`src/rtl/uart_tx_driver_pkg.sv`:
```
// ============================================================
// Module : uart_tx_driver_pkg
// Brief  : Shared UART TX register map, status bits and FSM states.
// Rev    : 1.0
// ============================================================
`default_nettype none

package uart_tx_driver_pkg;

  localparam logic [1:0] UART_DATA = 2'b00;
  localparam logic [1:0] UART_CTRL = 2'b01;

  localparam int STATUS_FULL     = 0;
  localparam int STATUS_BUSY     = 1;
  localparam int STATUS_OVERFLOW = 2;
  localparam int STATUS_EMPTY    = 3;

  typedef enum logic [1:0] {
    IDLE  = 2'd0,
    START = 2'd1,
    DATA  = 2'd2,
    STOP  = 2'd3
  } txState_t;

endpackage

`default_nettype wire

```
`src/rtl/uart_tx_fifo.sv`:
```
// ============================================================
// Module : uart_tx_fifo
// Brief  : Circular byte FIFO; a pop frees a slot for a same-cycle push.
// Rev    : 1.0
// ============================================================
`default_nettype none

module uart_tx_fifo #(
  parameter int DEPTH = 4
) (
  input  logic                     iCpuClock,
  input  logic                     iCpuReset,
  input  logic                     iPush,
  input  logic [7:0]               iPushData,
  input  logic                     iPop,
  output logic [7:0]               oHeadData,
  output logic                     oFull,
  output logic                     oEmpty,
  output logic [$clog2(DEPTH):0]   oCount
);

  localparam int                c_ptrWidth = $clog2(DEPTH);
  localparam logic [c_ptrWidth:0] c_depthCount = (c_ptrWidth + 1)'(DEPTH);

  logic [7:0]            r_mem [DEPTH];
  logic [c_ptrWidth-1:0] r_wrPtr;
  logic [c_ptrWidth-1:0] r_rdPtr;
  logic [c_ptrWidth:0]   r_count;
  logic                  w_doPop;
  logic                  w_doPush;

  assign oFull     = (r_count == c_depthCount);
  assign oEmpty    = (r_count == '0);
  assign oCount    = r_count;
  assign oHeadData = r_mem[r_rdPtr];

  assign w_doPop  = iPop && !oEmpty;
  assign w_doPush = iPush && (!oFull || w_doPop);

  always_ff @(posedge iCpuClock) begin
    if (w_doPush) begin
      r_mem[r_wrPtr] <= iPushData;
    end
  end

  // Depth is a power of two, so pointer overflow is the modulo wrap.
  always_ff @(posedge iCpuClock or negedge iCpuReset) begin
    if (!iCpuReset) begin
      r_wrPtr <= '0;
      r_rdPtr <= '0;
      r_count <= '0;
    end else begin
      if (w_doPush) begin
        r_wrPtr <= r_wrPtr + 1'b1;
      end
      if (w_doPop) begin
        r_rdPtr <= r_rdPtr + 1'b1;
      end
      if (w_doPush && !w_doPop) begin
        r_count <= r_count + 1'b1;
      end else if (w_doPop && !w_doPush) begin
        r_count <= r_count - 1'b1;
      end
    end
  end

endmodule

`default_nettype wire

```
`src/rtl/uart_tx_driver.sv`:
```
// ============================================================
// Module : uart_tx_driver
// Brief  : CPU-facing 8N1 UART transmitter with TX FIFO and status word.
// Rev    : 1.0
// ============================================================
`default_nettype none

module uart_tx_driver
  import uart_tx_driver_pkg::*;
#(
  parameter int CLKS_PER_BIT = 200,
  parameter int FIFO_DEPTH   = 4
) (
  input  logic        iCpuClock,
  input  logic        iCpuReset,
  input  logic        iDoUartWrite,
  input  logic [1:0]  iUartAddress,
  input  logic [15:0] iUartDataToWrite,
  input  logic        iDoUartStatusRead,
  output logic [15:0] oUartStatusRead,
  output logic        oUartTx
);

  localparam int                 c_cntWidth  = $clog2(CLKS_PER_BIT);
  localparam logic [c_cntWidth-1:0] c_lastCount = c_cntWidth'(CLKS_PER_BIT - 1);

  txState_t                  r_state;
  txState_t                  w_nextState;
  logic [c_cntWidth-1:0]     r_baudCnt;
  logic [2:0]                r_bitIdx;
  logic [7:0]                r_shift;
  logic                      r_tx;
  logic                      r_overflow;
  logic [15:0]               r_status;

  logic                      w_push;
  logic                      w_clearOverflow;
  logic                      w_pop;
  logic                      w_txNext;
  logic                      w_bitDone;
  logic                      w_full;
  logic                      w_empty;
  logic                      w_busy;
  logic [7:0]                w_headData;
  logic [15:0]               w_statusWord;
  logic [$clog2(FIFO_DEPTH):0] w_unusedCount;
  logic                      w_unusedHighBits;

  assign w_push           = iDoUartWrite && (iUartAddress == UART_DATA);
  assign w_clearOverflow  = iDoUartWrite && (iUartAddress == UART_CTRL);
  assign w_unusedHighBits = ^iUartDataToWrite[15:8];
  assign w_bitDone        = (r_state != IDLE) && (r_baudCnt == c_lastCount);
  assign w_busy           = (r_state != IDLE) || !w_empty;

  uart_tx_fifo #(
    .DEPTH (FIFO_DEPTH)
  ) u_fifo (
    .iCpuClock (iCpuClock),
    .iCpuReset (iCpuReset),
    .iPush     (w_push),
    .iPushData (iUartDataToWrite[7:0]),
    .iPop      (w_pop),
    .oHeadData (w_headData),
    .oFull     (w_full),
    .oEmpty    (w_empty),
    .oCount    (w_unusedCount)
  );

  always_ff @(posedge iCpuClock or negedge iCpuReset) begin
    if (!iCpuReset) begin
      r_state <= IDLE;
    end else begin
      r_state <= w_nextState;
    end
  end

  always_comb begin
    w_nextState = r_state;
    unique case (r_state)
      IDLE:    if (!w_empty) w_nextState = START;
      START:   if (w_bitDone) w_nextState = DATA;
      DATA:    if (w_bitDone && (r_bitIdx == 3'd7)) w_nextState = STOP;
      STOP:    if (w_bitDone) w_nextState = w_empty ? IDLE : START;
      default: w_nextState = IDLE;
    endcase
  end

  // STOP chains straight into the next START when a byte is waiting.
  always_comb begin
    w_pop    = 1'b0;
    w_txNext = r_tx;
    unique case (r_state)
      IDLE: begin
        w_txNext = 1'b1;
        if (!w_empty) begin
          w_pop    = 1'b1;
          w_txNext = 1'b0;
        end
      end
      START: if (w_bitDone) w_txNext = r_shift[0];
      DATA:  if (w_bitDone) w_txNext = (r_bitIdx == 3'd7) ? 1'b1 : r_shift[1];
      STOP: begin
        if (w_bitDone) begin
          w_pop    = !w_empty;
          w_txNext = w_empty;
        end
      end
      default: w_txNext = 1'b1;
    endcase
  end

  always_ff @(posedge iCpuClock or negedge iCpuReset) begin
    if (!iCpuReset) begin
      r_tx      <= 1'b1;
      r_baudCnt <= '0;
      r_bitIdx  <= '0;
      r_shift   <= '0;
    end else begin
      r_tx <= w_txNext;
      if ((r_state == IDLE) || w_bitDone) begin
        r_baudCnt <= '0;
      end else begin
        r_baudCnt <= r_baudCnt + 1'b1;
      end
      if (w_pop) begin
        r_shift <= w_headData;
      end else if ((r_state == DATA) && w_bitDone) begin
        r_shift  <= {1'b0, r_shift[7:1]};
        r_bitIdx <= r_bitIdx + 1'b1;
      end
    end
  end

  always_comb begin
    w_statusWord                  = '0;
    w_statusWord[STATUS_FULL]     = w_full;
    w_statusWord[STATUS_BUSY]     = w_busy;
    w_statusWord[STATUS_OVERFLOW] = r_overflow;
    w_statusWord[STATUS_EMPTY]    = w_empty;
  end

  // A dropped push outranks a same-cycle clear.
  always_ff @(posedge iCpuClock or negedge iCpuReset) begin
    if (!iCpuReset) begin
      r_overflow <= 1'b0;
      r_status   <= '0;
    end else begin
      if (w_push && w_full && !w_pop) begin
        r_overflow <= 1'b1;
      end else if (w_clearOverflow) begin
        r_overflow <= 1'b0;
      end
      if (iDoUartStatusRead) begin
        r_status <= (iUartAddress == UART_DATA) ? w_statusWord : '0;
      end
    end
  end

  assign oUartTx         = r_tx;
  assign oUartStatusRead = r_status;

endmodule

`default_nettype wire

```
`config.mk`:
```
export PLATFORM = sky130hd
export DESIGN_NAME = uart_tx_driver
export DESIGN_NICKNAME = d
export VERILOG_FILES = /design/src/rtl/uart_tx_driver_pkg.sv /design/src/rtl/uart_tx_fifo.sv /design/src/rtl/uart_tx_driver.sv
export SDC_FILE = /design/constraint.sdc
export NUM_CORES = 1
export LEC_CHECK = 0
export CORE_AREA = 5 5 81 83
export DETAILED_ROUTE_END_ITERATION = 10
export DIE_AREA = 0 0 86 88
export GPL_TIMING_DRIVEN = 0
export HOLD_SLACK_MARGIN = 0.08
export PLACE_DENSITY = 0.78
export SLEW_MARGIN = 20
export SYNTH_ARGS = -nofsm -noshare
export SYNTH_HDL_FRONTEND = slang
export SYNTH_SLANG_ARGS = --single-unit
```
`constraint.sdc`:
```
create_clock -name iCpuClock -period 2.86 [get_ports iCpuClock]
set_input_delay 0.572 -clock iCpuClock [delete_from_list [all_inputs] [get_ports iCpuClock]]
set_output_delay 0.572 -clock iCpuClock [all_outputs]
set_load 0.01 [all_outputs]
```
# Yosys cells after proc, flatten, opt, wreduce, memory -nomap -nowiden

Memories as Yosys holds them, arrays and structs flattened.
Cells that the tools add are included.

Add/sub/neg operators: 6
Equal/unequal tests: 12
Muxes and demuxes: 25
Bitwise operators: 1
Reduce and logical (&&, ||, !) cells: 29

Operators by type and width:

| operator                                          | number |
|---|---|
| 2-to-1 mux 8 bit                                  | 3 |
| 2-to-1 mux 1 bit                                  | 12 |
| logical AND 1 bit                                 | 11 |
| inequality test 2 bit (second input constant)     | 5 |
| adder 8 x 1 -> 8 bit (second input constant)      | 1 |
| == test 8 bit (second input constant)             | 1 |
| 2-to-1 mux 2 bit                                  | 4 |
| case mux 2 bit (4 select lines)                   | 1 |
| nonzero test 2 bit                                | 4 |
| adder 3 x 1 -> 3 bit (second input constant)      | 2 |
| == test 3 bit (second input constant)             | 2 |
| 2-to-1 mux 3 bit                                  | 2 |
| logical NOT 1 bit                                 | 5 |
| adder 2 x 1 -> 2 bit (second input constant)      | 2 |
| == test 2 x 1 -> 1 bit (second input constant)    | 2 |
| == test 2 bit (second input constant)             | 2 |
| logical NOT 2 bit                                 | 2 |
| 2-to-1 mux 4 bit                                  | 1 |
| case mux 1 bit (4 select lines)                   | 1 |
| AND reduction 4 bit                               | 1 |
| logical NOT 3 bit                                 | 1 |
| logical OR 1 bit                                  | 3 |
| AND reduction 3 bit                               | 1 |
| subtractor 3 x 1 -> 3 bit (second input constant) | 1 |
| other kinds (3)                                   | 3 |

Bits in registers: 46
Memory bits (writable): 32
Input bits: 22
Output and inout bits: 17
Logic and storage cells: 84
Memories kept: 1

Memories:

| name         | words | bits a word | rd ports | clocked after Yosys merged registers in | write ports | RTL line           | source |
|---|---|---|---|---|---|---|---|
| u_fifo.r_mem | 4     | 8           | 1        | 0                                       | 1           | uart_tx_fifo.sv:25 | `logic [7:0] r_mem [DEPTH];` |

# Logic depth before layout (Yosys ltp)

Depth in word-level cells: 11
Gate-level depth with buffers: 14

# Hierarchy

From an unflattened synthesis, not the netlist that was laid out.

Cell total of the unflattened synthesis: 212
Area, all modules: 3072.9 µm²

Modules (own cells, without submodules):

| module         | instances | cells each | area each (µm²) | sequential area each (µm²) |
|---|---|---|---|---|
| uart_tx_fifo   | 1         | 77         | 1591.5          | 1136.1 |
| uart_tx_driver | 1         | 135        | 1481.4          | 676.9 |

# Worst setup path before layout

Ideal clock, no wire load.

Kind: reg-to-reg
Start point: register r_baudCnt[0]
End point: register u_fifo.r_count[1], in the netlist u_fifo.oCount[1]
Library setup time: 0.125 ns
Arrival time: 2.418 ns
Required time: 2.735 ns
Path slack: 0.318 ns
Cell stages (with the launch flop): 11
Cell sequence: dfrtp_1 -> ha_1 -> nand4bb_4 -> o31a_2 -> buf_2 -> nor2_1 -> inv_1 -> ha_1 -> inv_1 -> fa_1 -> mux2_2

Word-level cells in the longest chain between the ends: 10
Elaborated cells between the ends (all ways): 13

RTL lines:

| item                                | RTL line              | source |
|---|---|---|
| start, declared                     | uart_tx_driver.sv:29  | `logic [c_cntWidth-1:0] r_baudCnt;` |
| start signal, assigned              | uart_tx_driver.sv:123 | `r_baudCnt <= r_baudCnt + 1'b1;` |
| == test 8 bit *                     | uart_tx_driver.sv:52  | `assign w_bitDone = (r_state != IDLE) && (r_baudCnt == c_lastCount);` |
| logical AND 1 bit *                 | uart_tx_driver.sv:52  |  |
| 2-to-1 mux 1 bit *                  | uart_tx_driver.sv:103 | `if (w_bitDone) begin` |
| case mux 1 bit (2 select lines) *   | uart_tx_driver.sv:92  | `unique case (r_state)` |
| logical AND 1 bit *                 | uart_tx_fifo.sv:37    | `assign w_doPop = iPop && !oEmpty;` |
| logical OR 1 bit                    | uart_tx_fifo.sv:38    | `assign w_doPush = iPush && (!oFull \|\| w_doPop);` |
| logical AND 1 bit                   | uart_tx_fifo.sv:38    |  |
| logical NOT 1 bit                   | uart_tx_fifo.sv:61    | `end else if (w_doPop && !w_doPush) begin` |
| logical AND 1 bit                   | uart_tx_fifo.sv:61    |  |
| nonzero test 2 bit (no source line) | --                    |  |
| end signal, assigned                | uart_tx_fifo.sv:60    | `r_count <= r_count + 1'b1;` |
| end signal, assigned                | uart_tx_fifo.sv:62    | `r_count <= r_count - 1'b1;` |
| end, declared                       | uart_tx_fifo.sv:28    | `logic [c_ptrWidth:0] r_count;` |

Mark *: on every way between the ends. The rest lies on a longest branch, timed or not.
A chain may end at the register's enable or synchronous reset.

# Worst setup path after layout

Ends and elaborated chain as after synthesis.

==> Implementation_results.wiki <==
{| class="wikitable"
! Metric !! Value
|-
| Run status || completed
|-
| Detailed-route wire length per cell || between 15 and 20 µm
|-
| Net count of the finished layout || around 290
|-
| Mapped cell area || between 3000 and 4000 µm²
|-
| Die Y-Extent || 88 µm
|-
| Number of pins exceeding their max-slew limit in the final report || 0
|-
| Placeable Area || roughly 5800 µm²
|-
| Fraction of the yosys area taken by sequential cells || 0.5878
|-
| EDFF count, synth || 32
|-
| Most used cell, CP || sky130_fd_sc_hd__inv_1
|-
| Yosys cell types || 47
|-
| Final critical path time including I/O delays and setup || ~2.7 ns
|-
| Unrepaired setup endpoints after global routing || false
|-
| GRT Resource Usage Total || 0.1574
|-
| Final-layout setup total negative slack || 0 ns
|-
| Deepest clock path buffer count || 2
|-
| Critical-path cell with the highest stage delay || sky130_fd_sc_hd__dfrtp_1
|-
| Leakage power total || approximately 1.5 nW
|-
| Peak per-stage delay on the critical path || ~0.45 ns
|-
| Horizontal die dimension || ~86 µm
|-
| Overall routed net length || 5.242 mm
|-
| Placer congestion estimate || 0.7710
|-
| Number of synthesized register bits || 66
|-
| Antenna Diode Count || 0
|-
| Critical path peak fanout || 10
|-
| Share of async-settable or async-resettable flops after synthesis || 0.5152
|-
| Antenna-violating nets left || 0
|-
| Final Skew || roughly 0.0041 ns
|-
| Cell at the root of the clock tree || sky130_fd_sc_hd__clkbuf_8
|-
| Number of H-tree levels || 3
|-
| Maximum number of pins on one net before global-route repair || 19
|-
| Chain of cells forming the critical path || ha_4 > nand4bb_4 > o31a_2 > buf_2 > nor2_2 > inv_1 > ha_1 > inv_1 > fa_1 > mux2_2
|-
| Final-report setup violation count || 0
|-
| Min setup slack post-route || 0.1879 ns
|-
| CTS Hold Buffers Added || 0
|-
| CP Class || reg2reg
|-
| Iteration-0 DRC count of the detailed router || 83
|-
| Worst hold-check slack || approximately 0.18 ns
|-
| Setup crit start kind || register
|-
| CTS tree || yes
|-
| Number of antenna violations at the first check in global routing || 0
|-
| Starting utilization of the core area || 0.5335
|-
| Clock latency on the worst-skew pair || 0.34 ns
|-
| Post-route DRC violation count || 0
|-
| Transition time of the tightest slew-check pin || around 0.80 ns
|-
| Clock slew at the register clock pins of the worst setup and hold paths || around 0.070 ns
|-
| Clk sinks || 66
|-
| Fraction of layout instances using a drive strength above 1 || 0.2510
|-
| Detailed Place HPWL || between 3 and 4 mm
|-
| Final hold violation count || 0
|-
| Total via count after detailed routing || roughly 1.8k
|-
| First-pass GRT wire length || 8.907 mm
|-
| Total clock buffers created by CTS || 9
|-
| Placement Setup Slack || approximately 0.034 ns
|-
| Endpoint class of the critical path || register
|-
| Data arrival time of the critical path || 2.90 ns
|-
| Data required time at the worst endpoint || between 3 and 4 ns
|-
| Die ar. || ~7600 µm²
|-
| Area Overhead vs Synth || 19.55%
|-
| Top FF cell, synth || sky130_fd_sc_hd__dfrtp_1
|-
| Number of top-level design ports || 39
|-
| Yosys warning count || 0
|-
| Buffers on Ports || 18
|-
| Gate count of the mapped netlist || roughly 220
|-
| Fraction of the cycle the final worst path needs || 0.9343
|-
| Type of the tightest min-delay check || in2async
|-
| Max_slew headroom || 0.4643
|-
| Number of maximum-capacitance violations || 0
|-
| Power per Cell Area || approximately 960 nW/µm²
|-
| Pre-antenna DRT Iters || 4
|-
| Average via count per standard cell || around 5.2
|-
| Worst IR Drop VDD || between 400 and 500 µV
|-
| Number of global-route vias before repair || 1908
|-
| Highest attainable clock frequency || between 0.3 and 0.4 GHz
|-
| Synthesized area per cell || roughly 14 µm²
|-
| Overflow left after global routing || 0
|-
| Number of placement rows || 28
|}
## power by group
part	switching [W]	total [W]	internal [W]	leakage, nW
sequential	0.000166	0.00138	0.00122	0.719
combinational	0.000603	0.00120	0.000592	0.655
clock	0.000366	0.000948	0.000582	0.117
total	0.00113	0.00353	0.00239	1.49
## final cells by class
| class | count | area (µm²) |
|---|---|---|
| plain buffers | 16 | 108.9 |
| clock buffers | 10 | 127.6 |
| clock inverters | 6 | 115.1 |
| fillers | 448 | 2093 |
| inverters | 14 | 52.55 |
| multi-input cells | 132 | 1172 |
| flip-flops and latches | 66 | 1814 |
| well taps | 75 | 93.84 |
| repair buffers | 19 | 202.7 |
## critical path: cells and delay by family (launching register included)
kind	cells	cell delay (ns)
adders and majority gates	3	0.81
buffers and inverters	3	0.35
muxes	1	0.26
and+or+nand+nor	2	0.29
AOI/OAI and AO/OA	1	0.39
DFF	1	0.45
## synth_stat cells, drive strengths merged (2+ instances only)
| cell type | count | share of area |
|---|---|---|
| dfrtp | 33 | 0.27 |
| edfxtp | 32 | 0.31 |
| buf | 16 | 0.035 |
| inv | 14 | 0.017 |
| nor2 | 13 | 0.016 |
| ha | 12 | 0.049 |
| nand3 | 10 | 0.016 |
| xor2 | 10 | 0.028 |
| nor3b | 9 | 0.024 |
| mux4 | 8 | 0.058 |
| a221o | 7 | 0.026 |
| o21ai | 7 | 0.011 |
| mux2 | 6 | 0.024 |
| and2 | 4 | 0.0081 |
| nand2 | 4 | 0.0049 |
| and3 | 3 | 0.0065 |
| nor3 | 3 | 0.0085 |
| xnor2 | 3 | 0.0085 |
| a211oi | 2 | 0.0089 |
| nand2b | 2 | 0.0041 |
| o211a | 2 | 0.0065 |
| or2 | 2 | 0.0049 |
## worst paths after layout
path                       slack [ns]    startpoint               end  depth (start not counted)
max                              0.19  r_baudCnt[0]  u_fifo.oCount[1]                         10
min                              0.18     iCpuReset      r_baudCnt[4]                          1
max reg2reg                      0.19  r_baudCnt[0]  u_fifo.oCount[1]                         10
min reg2reg                      0.48   r_bitIdx[0]       r_bitIdx[0]                          1
max in group asynchronous        2.23     iCpuReset        r_state[0]                          2
min in group iCpuClock           0.48   r_bitIdx[0]       r_bitIdx[0]                          1
## what timing repair did
action                     in CTS  in global routing
resized for setup               0                  6
setup buffers                   0                  0
setup endpoints to repair       0                  2
hold endpoints to repair        0                  0
## cells in the final DEF (no fill, tap or decap), types with 9 or more instances in the layout
cell type                         synthesis  routed
sky130_fd_sc_hd__dfrtp_1                 33      32
sky130_fd_sc_hd__edfxtp_1                32      32
sky130_fd_sc_hd__clkdlybuf4s50_1          0      17
sky130_fd_sc_hd__inv_1                   14      14
sky130_fd_sc_hd__nor2_1                  13      12
sky130_fd_sc_hd__buf_4                   12      12
sky130_fd_sc_hd__conb_1                   1      12
sky130_fd_sc_hd__nand3_1                 10      10
sky130_fd_sc_hd__xor2_1                  10      10
sky130_fd_sc_hd__ha_1                    12      10
sky130_fd_sc_hd__clkbuf_8                 0       9
## flip-flops by register name, summed over array words and instances, names as in the netlist, 2 cells and up
register         cells
u_fifo.r_mem        32
r_bitIdx             3
r_state              2
u_fifo.oCount        3
u_fifo.r_rdPtr       2
u_fifo.r_wrPtr       2
r_shift              8
r_baudCnt            8
oUartStatusRead      4
## routing by layer
| metal | GRT usage | share of wire | vias to the layer above | routed length, µm |
|---|---|---|---|---|
| met5 | 0 | 0 | - | 0 |
| met4 | 0.06906 | 0.013 | 0 | 69 |
| met3 | 0.04327 | 0.055 | 6 | 289 |
| met2 | 0.2754 | 0.52 | 38 | 2740 |
| met1 | 0.1810 | 0.41 | 873 | 2143 |
| li1 | - | - | 855 | - |
## cells by family (layout without fill, tap and decap cells)
group,after synthesis,count (layout),synth area share
AOI/OAI and AO/OA,27,27,0.07668
xor gates and xnor gates,13,13,0.03692
adders and majority gates,13,13,0.05517
buffers and inverters,31,65,0.05355
DFF,66,66,0.5878
muxes,14,14,0.08276
other,1,12,0.001216
and+or+nand+nor,53,53,0.1059
## through the flow
step	power, W	instances	util	cell area, µm²
finish	0.003526	338	0.6379	3687
global route	0.003770	338	0.6379	3687
CTS	0.003519	339	0.6340	3665
detailed placement	0.002572	323	0.5920	3422
global placement	0.002523	322	0.5881	3400
floorplan	0.002276	229	-	3126
(Power assumes the default switching activity.)
